`config.mk`:
```
export PLATFORM = sky130hd
export DESIGN_NAME = if_stage
export DESIGN_NICKNAME = d
export VERILOG_FILES = /design/src/rtl/if_stage_pkg.sv /design/src/rtl/if_stage_fetch_skid_buffer.sv /design/src/rtl/if_stage.sv
export SDC_FILE = /design/constraint.sdc
export NUM_CORES = 1
export LEC_CHECK = 0
export BUFFER_PORTS_ARGS = -buffer_cell sky130_fd_sc_hd__buf_2
export CORE_ASPECT_RATIO = 0.5
export CORE_MARGIN = 1.5
export CORE_UTILIZATION = 30
export DETAILED_ROUTE_END_ITERATION = 12
export HOLD_SLACK_MARGIN = 0.03
export PLACE_DENSITY_LB_ADDON = 0.08
export SLEW_MARGIN = 20
export SYNTH_ARGS = -nofsm -noshare
export SYNTH_HDL_FRONTEND = slang
export SYNTH_HIERARCHICAL = 1
export SYNTH_SLANG_ARGS = --single-unit
export TNS_END_PERCENT = 5
```
`constraint.sdc`:
```
create_clock -name clk -period 1.9 [get_ports clk]
set_input_delay 0.285 -clock clk [delete_from_list [all_inputs] [get_ports clk]]
set_output_delay 0.285 -clock clk [all_outputs]
set_load 0.02 [all_outputs]
```
`src/rtl/if_stage_pkg.sv`:
```
// rtl/if_stage_pkg.sv - shared constants and FSM encoding for the fetch stage
package if_stage_pkg;

  localparam int          INSTRUCTION_LEN  = 32;
  localparam logic [31:0] PC_INCREMENT     = 32'd4;
  localparam logic [31:0] DEFAULT_RESET_PC = 32'h0000_0000;

  typedef enum logic [1:0] {
    FETCH = 2'd0,
    FULL  = 2'd1,
    DROP  = 2'd2
  } fetch_state_e;

endpackage

```
`src/rtl/if_stage_fetch_skid_buffer.sv`:
```
// rtl/if_stage_fetch_skid_buffer.sv - one-entry {pc, instr} holding slot used while decode is frozen
module if_stage_fetch_skid_buffer
  import if_stage_pkg::*;
(
  input  logic                       clk,
  input  logic                       rst,
  input  logic                       load,
  input  logic                       unload,
  input  logic                       flush,
  input  logic [31:0]                load_pc,
  input  logic [INSTRUCTION_LEN-1:0] load_instr,
  output logic [31:0]                pc,
  output logic [INSTRUCTION_LEN-1:0] instr,
  output logic                       full
);

  // Capture one fetched word; flush (branch) and unload both empty the slot.
  always_ff @(posedge clk) begin
    if (rst) begin
      pc    <= '0;
      instr <= '0;
      full  <= 1'b0;
    end else if (flush || unload) begin
      full <= 1'b0;
    end else if (load) begin
      pc    <= load_pc;
      instr <= load_instr;
      full  <= 1'b1;
    end
  end

endmodule

```
`src/rtl/if_stage.sv`:
```
// rtl/if_stage.sv - instruction fetch stage with freeze skid and branch redirect
module if_stage
  import if_stage_pkg::*;
#(
  parameter logic [31:0] RESET_PC = DEFAULT_RESET_PC
) (
  input  logic                       clk,
  input  logic                       rst,
  input  logic                       freeze,
  input  logic                       branch_taken,
  input  logic [31:0]                branch_address,
  output logic                       imem_req,
  output logic [31:0]                imem_addr,
  input  logic                       imem_ready,
  input  logic [INSTRUCTION_LEN-1:0] imem_rdata,
  output logic [31:0]                PC,
  output logic [INSTRUCTION_LEN-1:0] Instruction,
  output logic                       valid
);

  fetch_state_e state, state_next;
  logic [31:0] pc_reg, pc_next, pc_plus4;
  logic [31:0] drop_addr, drop_addr_next;
  logic        accepts;
  logic        out_load_fetch, out_load_skid, out_clear;
  logic        skid_load, skid_unload, skid_flush;
  logic [31:0] skid_pc;
  logic [INSTRUCTION_LEN-1:0] skid_instr;
  logic        skid_full;

  assign accepts  = !valid || !freeze;
  assign pc_plus4 = pc_reg + PC_INCREMENT;

  // A DROP cycle keeps presenting the abandoned address until memory completes it.
  assign imem_req  = !rst && (state != FULL);
  assign imem_addr = (state == DROP) ? drop_addr : pc_reg;

  if_stage_fetch_skid_buffer u_skid (
    .clk        (clk),
    .rst        (rst),
    .load       (skid_load),
    .unload     (skid_unload),
    .flush      (skid_flush),
    .load_pc    (pc_plus4),
    .load_instr (imem_rdata),
    .pc         (skid_pc),
    .instr      (skid_instr),
    .full       (skid_full)
  );

  // State, program counter and wrong-path address registers.
  always_ff @(posedge clk) begin
    if (rst) begin
      state     <= FETCH;
      pc_reg    <= RESET_PC;
      drop_addr <= '0;
    end else begin
      state     <= state_next;
      pc_reg    <= pc_next;
      drop_addr <= drop_addr_next;
    end
  end

  // Next-state logic; a branch overrides freeze and whatever the FSM was doing.
  always_comb begin
    state_next     = state;
    pc_next        = pc_reg;
    drop_addr_next = drop_addr;
    out_load_fetch = 1'b0;
    out_load_skid  = 1'b0;
    out_clear      = 1'b0;
    skid_load      = 1'b0;
    skid_unload    = 1'b0;
    skid_flush     = 1'b0;
    if (branch_taken) begin
      pc_next    = branch_address;
      out_clear  = 1'b1;
      skid_flush = 1'b1;
      case (state)
        FETCH: begin
          if (imem_ready) begin
            state_next = FETCH;
          end else begin
            drop_addr_next = pc_reg;
            state_next     = DROP;
          end
        end
        DROP:    state_next = imem_ready ? FETCH : DROP;
        default: state_next = FETCH;
      endcase
    end else begin
      case (state)
        FETCH: begin
          if (imem_ready) begin
            pc_next = pc_plus4;
            if (accepts) begin
              out_load_fetch = 1'b1;
            end else begin
              skid_load  = 1'b1;
              state_next = FULL;
            end
          end else if (accepts) begin
            out_clear = 1'b1;
          end
        end
        FULL: begin
          if (!freeze) begin
            out_load_skid = 1'b1;
            skid_unload   = 1'b1;
            state_next    = FETCH;
          end
        end
        DROP: begin
          out_clear = 1'b1;
          if (imem_ready) state_next = FETCH;
        end
        default: state_next = FETCH;
      endcase
    end
  end

  // Output register presented to decode; holds bit-stable unless it accepts.
  always_ff @(posedge clk) begin
    if (rst) begin
      PC          <= '0;
      Instruction <= '0;
      valid       <= 1'b0;
    end else if (out_clear) begin
      valid <= 1'b0;
    end else if (out_load_fetch) begin
      PC          <= pc_plus4;
      Instruction <= imem_rdata;
      valid       <= 1'b1;
    end else if (out_load_skid) begin
      PC          <= skid_pc;
      Instruction <= skid_instr;
      valid       <= skid_full;
    end
  end

endmodule

```
* Yosys cells after proc, flatten, opt, wreduce, memory -nomap -nowiden
Index checks and enable logic that the tools add are counted.
Storage, ports and cells: register bits 196, latch bits 0, RAM bits 0, memory bits (read-only) 0, output and inout bits 98, word-level logic and storage cells 71, memories 0
Cells by class: add/subtract/negate cells 1, $mul 0, divide/modulo/power cells 0, $lt $le $gt $ge 0, eq/ne operators 7, shift-type cells 0, multiplexer cells 33, bitwise operators 3, reduce and logical (&&, ||, !) cells 18
Operator list (number):
- 2-to-1 mux 32 bit | 8
- adder 32 x 3 -> 32 bit (second input constant) | 1
- 2-to-1 mux 1 bit | 16
- 2-to-1 mux 2 bit | 7
- != test 3 bit (second input constant) | 4
- case mux 2 bit (3 select lines) | 1
- AND reduction 2 bit | 3
- nonzero test 2 bit | 3
- OR reduction 2 bit | 3
- AND reduction 4 bit | 1
- zero test 1 bit | 3
- inverter 1 bit | 3
- AND reduction 3 bit | 1
- equality test 2 x 1 -> 1 bit (second input constant) | 1
- equality test 2 bit (second input constant) | 1
- zero test 2 bit | 1
- logical OR 1 bit | 2
- != test 2 x 1 -> 1 bit (second input constant) | 1
- case mux 1 bit (2 select lines) | 1
- logical AND 1 bit | 1

* Depth between registers and ports, before layout
depth after elaboration 8, depth in mapped cells 9, depth with buffers taken out 7

* Cells and area by module
Netlist, hierarchy kept.
By module, submodules not included:
- if_stage | times used 1, cells an instance 842, area each 6825.3 sq um, sequential area each 2622.5 sq um
- if_stage_fetch_skid_buffer | times used 1, cells an instance 281, area each 2951.6 sq um, sequential area each 1301.2 sq um

* Least setup slack after synthesis
Ideal clock, no wire load.
path type input-to-reg, start point in imem_ready, end point reg u_skid.instr[0], library setup time 72 ps, data arrival time 1929 ps, path slack -101 ps, cell stages on the path 9, buffers on the path 5, path through buf_4 > or3b_1 > buf_2 > buf_6 > nor3_1 > nor3b_2 > buf_6 > buf_12 > mux2i_1
On the way: longest elaborated chain between the ends 4
RTL lines:
- start, declared | line if_stage.sv:14 | input logic imem_ready,
- 2-to-1 mux 1 bit | line if_stage.sv:94 | if (imem_ready) begin
- 2-to-1 mux 1 bit | line if_stage.sv:92 | case (state)
- 2-to-1 mux 1 bit | line if_stage.sv:75 | if (branch_taken) begin
- named net skid_load | line if_stage.sv:26 | logic skid_load, skid_unload, skid_flush;
- AND reduction 2 bit (no line)
- end signal, assigned | line if_stage_fetch_skid_buffer.sv:27 | instr <= load_instr;
- end, declared | line if_stage_fetch_skid_buffer.sv:13 | output logic [INSTRUCTION_LEN-1:0] instr,
The timed path passes the listed nets, and every way through them passes these cells. A chain may end at the register's enable or synchronous reset.

* Final worst setup path
start point reg state[0], end point out imem_addr[10]
On the way: longest elaborated chain between the ends 2
RTL lines:
- start, declared | line if_stage.sv:21 | fetch_state_e state, state_next;
- start signal, assigned | line if_stage.sv:58 | state <= state_next;
- equality test 2 bit | line if_stage.sv:36 | assign imem_addr = (state == DROP) ? drop_addr : pc_reg;
- 2-to-1 mux 32 bit | line if_stage.sv:36
- end, declared | line if_stage.sv:13 | output logic [31:0] imem_addr,
Every way passes these cells.

==> metrics.md <==
| Metric | Value |
|---|---|
| First-pass DRT Iterations | `5` |
| CTS Buf Count | `17` |
| Layout Nets | `1398` |
| Vias in the first global route | `8162` |
| Sequential share of the synthesized area | `40.1%` |
| Full die area | `33700 sq um` |
| Inst Count DP | `1732` |
| H-tree depth | `4` |
| Slew Limit Headroom | `46.9%` |
| Hold/Removal Path Class | `input port to flip-flop` |
| Largest net degree at the start of global routing | `98` |
| Pwr/cell area | `749 nW/um^2` |
| Synth top area share | `40.1%` |
| Synth area leaders | `dfxtp_1, nand2b_1, mux2i_1, nand2_1, nor2_1` |
| Clock transition at the registers of the reported paths | `0.07 ns` |
| Gpl congestion | `0.764` |
| Die Y | `131 um` |
| I/O Pins | `167` |
| Final setup fails | `72` |
| Critical path class | `flip-flop to output pin` |
| Setup ws final | `-0.158 ns` |
| Final instance area | `12800 sq um` |
| GRT overflow | `0` |
| YS warnings | `6` |
| FMAX | `0.486 GHz` |
| Clock skew | `0.0130 ns` |
| Vias per cell | `4.76` |
| Core Footprint | `31900 sq um` |
| Pleak | `5.24 nW` |
| Syn Area/Cell | `8.71 sq um` |
| Asr flop ratio synth | `0%` |
| Critical-path maximum fanout | `8` |
| Initial Utilization | `30.7%` |
| WL final | `30900 um` |
| Worst Setup End Kind | `output pin` |
| Status | `complete, but fails checks` |
| Gr usage total | `18.2%` |
| Required time of the critical path | `1.62 ns` |
| Least-Margin Pin Slew | `0.796 ns` |
| Final Hold Fails | `0` |
| Antenna diode count | `0` |
| Final core occ | `40.3%` |
| Routed len/inst | `17.4 um` |
| Antenna viol nets, final | `0` |
| Post-route DRC | `0` |
| Synth area leader | `dfxtp_1` |
| Startpoint Class | `flip-flop` |
| Synth unique cells | `59` |
| Worst endpoint data arrival time | `1.77 ns` |
| Die Wd | `258 um` |
| Unrepaired setup endpoints after global routing | `true` |
| Count leader, synth | `dfxtp_1` |
| Global-route wire length before repair | `47100 um` |
| Synthesized area | `9780 sq um` |
| Mapped Cells | `1123` |
| CTS tree | `built` |
| Failing checks | `negative setup slack` |
| Layout Area Growth over Synthesis | `31.3%` |
| DP HPWL | `21000 um` |
| Final non-filler cell total | `1773` |
| Post-synth top flop | `dfxtp_1` |
| Post-synth EDFFs | `0` |
| Clock Latency Late Sink | `0.46 ns` |
| Row cnt | `46` |
| Min cycle time layout | `2.06 ns` |
| Initial antenna violation count | `0` |
| Port-buffer cells | `166` |
| Share of cells above drive strength 1 | `30.3%` |
| Final period utilization | `108%` |
| Post-CTS Hold Buffers | `0` |
| Fin. max-slew vios | `0` |
| Commonest cells post-synth | `dfxtp_1, nand2_1, nand2b_1` |
| Root buffer cell | `clkbuf_16` |
| Clock buffer depth | `2` |
| Initial DRC Count | `494` |
| Max_cap viols | `0` |
| Syn_nets | `1193` |
| Vias | `8448` |
| Maximum VDD drop | `0.000653 V` |
| Post-DP Area | `11600 sq um` |
| Flops & latches, synth | `196` |
| Total clock sinks | `196` |
==> worst max-delay path, cell delays in order (launching register included) <==
cell	delay, ns
dfxtp_4	0.35
buf_6	0.11
nand2b_4	0.21
buf_12	0.19
mux2_4	0.32
buf_6	0.13
==> per-layer routing <==
metal  routed length, um  global-route usage (%)  vias to the layer above
met5                   0                       0                        -
met1               15900                    25.9                     4077
met4                 362                    5.13                        0
met2               13800                    28.4                      104
li1                    -                       -                     4245
met3                 855                    3.16                       22
==> final timing paths <==
path / cells after the start / end / slack (ns) / startpoint
worst max-delay path: 5 / imem_addr[10] / -0.16 / state[0]$_SDFFE_PP0P_
worst min-delay path: 3 / pc_reg[0]$_SDFFE_PP0P_ / 0.06 / branch_address[0]
worst max register to register: 7 / u_skid/instr[17]$_SDFFE_PP0P_ / -0.07 / state[1]$_SDFFE_PP0P_
worst min register to register: 2 / PC[6]$_SDFFE_PP0P_ / 0.45 / PC[6]$_SDFFE_PP0P_
==> kinds of logic (layout without fill, tap and decap cells) <==
family | count (synthesis) | count (layout) | share of synthesized area, %
AO/OA/AOI/OAI | 159 | 159 | 12.0
AND/OR/NAND/NOR | 494 | 494 | 25.6
flip-flops | 196 | 196 | 40.1
buffers and inverters | 117 | 335 | 6.25
multiplexers | 101 | 101 | 10.7
adder cells (fa/ha/maj) | 1 | 1 | 0.128
XOR/XNOR | 55 | 55 | 5.08
==> through the flow <==
| step | total power [mW] | hold slack (ns) | setup TNS [ns] | setup WS, ns |
|---|---|---|---|---|
| after CTS | 9.68 | 0.0361 | -10.05 | -0.269 |
| after global placement | 5.88 | 0.439 | -0.632 | -0.136 |
| after floorplan | 5.28 | 0.364 | 0 | 0.000567 |
| after detailed placement | 5.89 | 0.445 | -2.04 | -0.117 |
| after global routing | 10.0 | 0.0457 | -14.96 | -0.211 |
| final | 9.62 | 0.0604 | -5.96 | -0.158 |
==> where the power goes <==
part | leakage (nW) | internal, mW | switching (mW) | total [mW]
Clock | 0.277 | 1.91 | 1.77 | 3.68
Sequential | 1.60 | 4.25 | 0.0976 | 4.35
Combinational | 3.37 | 0.698 | 0.889 | 1.59
Total | 5.24 | 6.86 | 2.76 | 9.62
==> placed cells by master (no fill, tap or decap), drive strengths merged, types with 2 or more instances in the layout <==
| cell type | count |
|---|---|
| buf | 291 |
| dfxtp | 196 |
| nand2 | 175 |
| nand2b | 131 |
| nor2 | 96 |
| mux2i | 69 |
| a21oi | 48 |
| a311oi | 36 |
| mux2 | 32 |
| xnor2 | 30 |
| xor2 | 25 |
| clkbuf | 21 |
| a211oi | 20 |
| nor4 | 20 |
| inv | 18 |
| nand3 | 15 |
| and3 | 14 |
| o211a | 14 |
| nand4 | 14 |
| a211o | 12 |
| nor3 | 11 |
| o21ai | 8 |
| o32ai | 5 |
| and4 | 5 |
| o221a | 4 |
| or3 | 3 |
| and2 | 3 |
| nor3b | 3 |
| o211ai | 2 |
| o31ai | 2 |
| o21a | 2 |
| clkinvlp | 2 |
| clkinv | 2 |
==> final cells by class <==
type | count | area (sq um)
repair buffers | 291 | 2200
flip-flops and latches | 196 | 3930
inverters | 12 | 45.0
fillers | 3315 | 19000
clock buffers | 21 | 460
well taps | 432 | 541
clock inverters | 11 | 114
multi-input cells | 810 | 5540
==> repair_timing <==
item                       4_1_cts  5_1_grt
buffers inserted                 5        3
cloned                           3        0
gates resized for setup         66       84
pin swaps                        1       10
setup endpoints to repair       88      151
(Power assumes the default switching activity.)
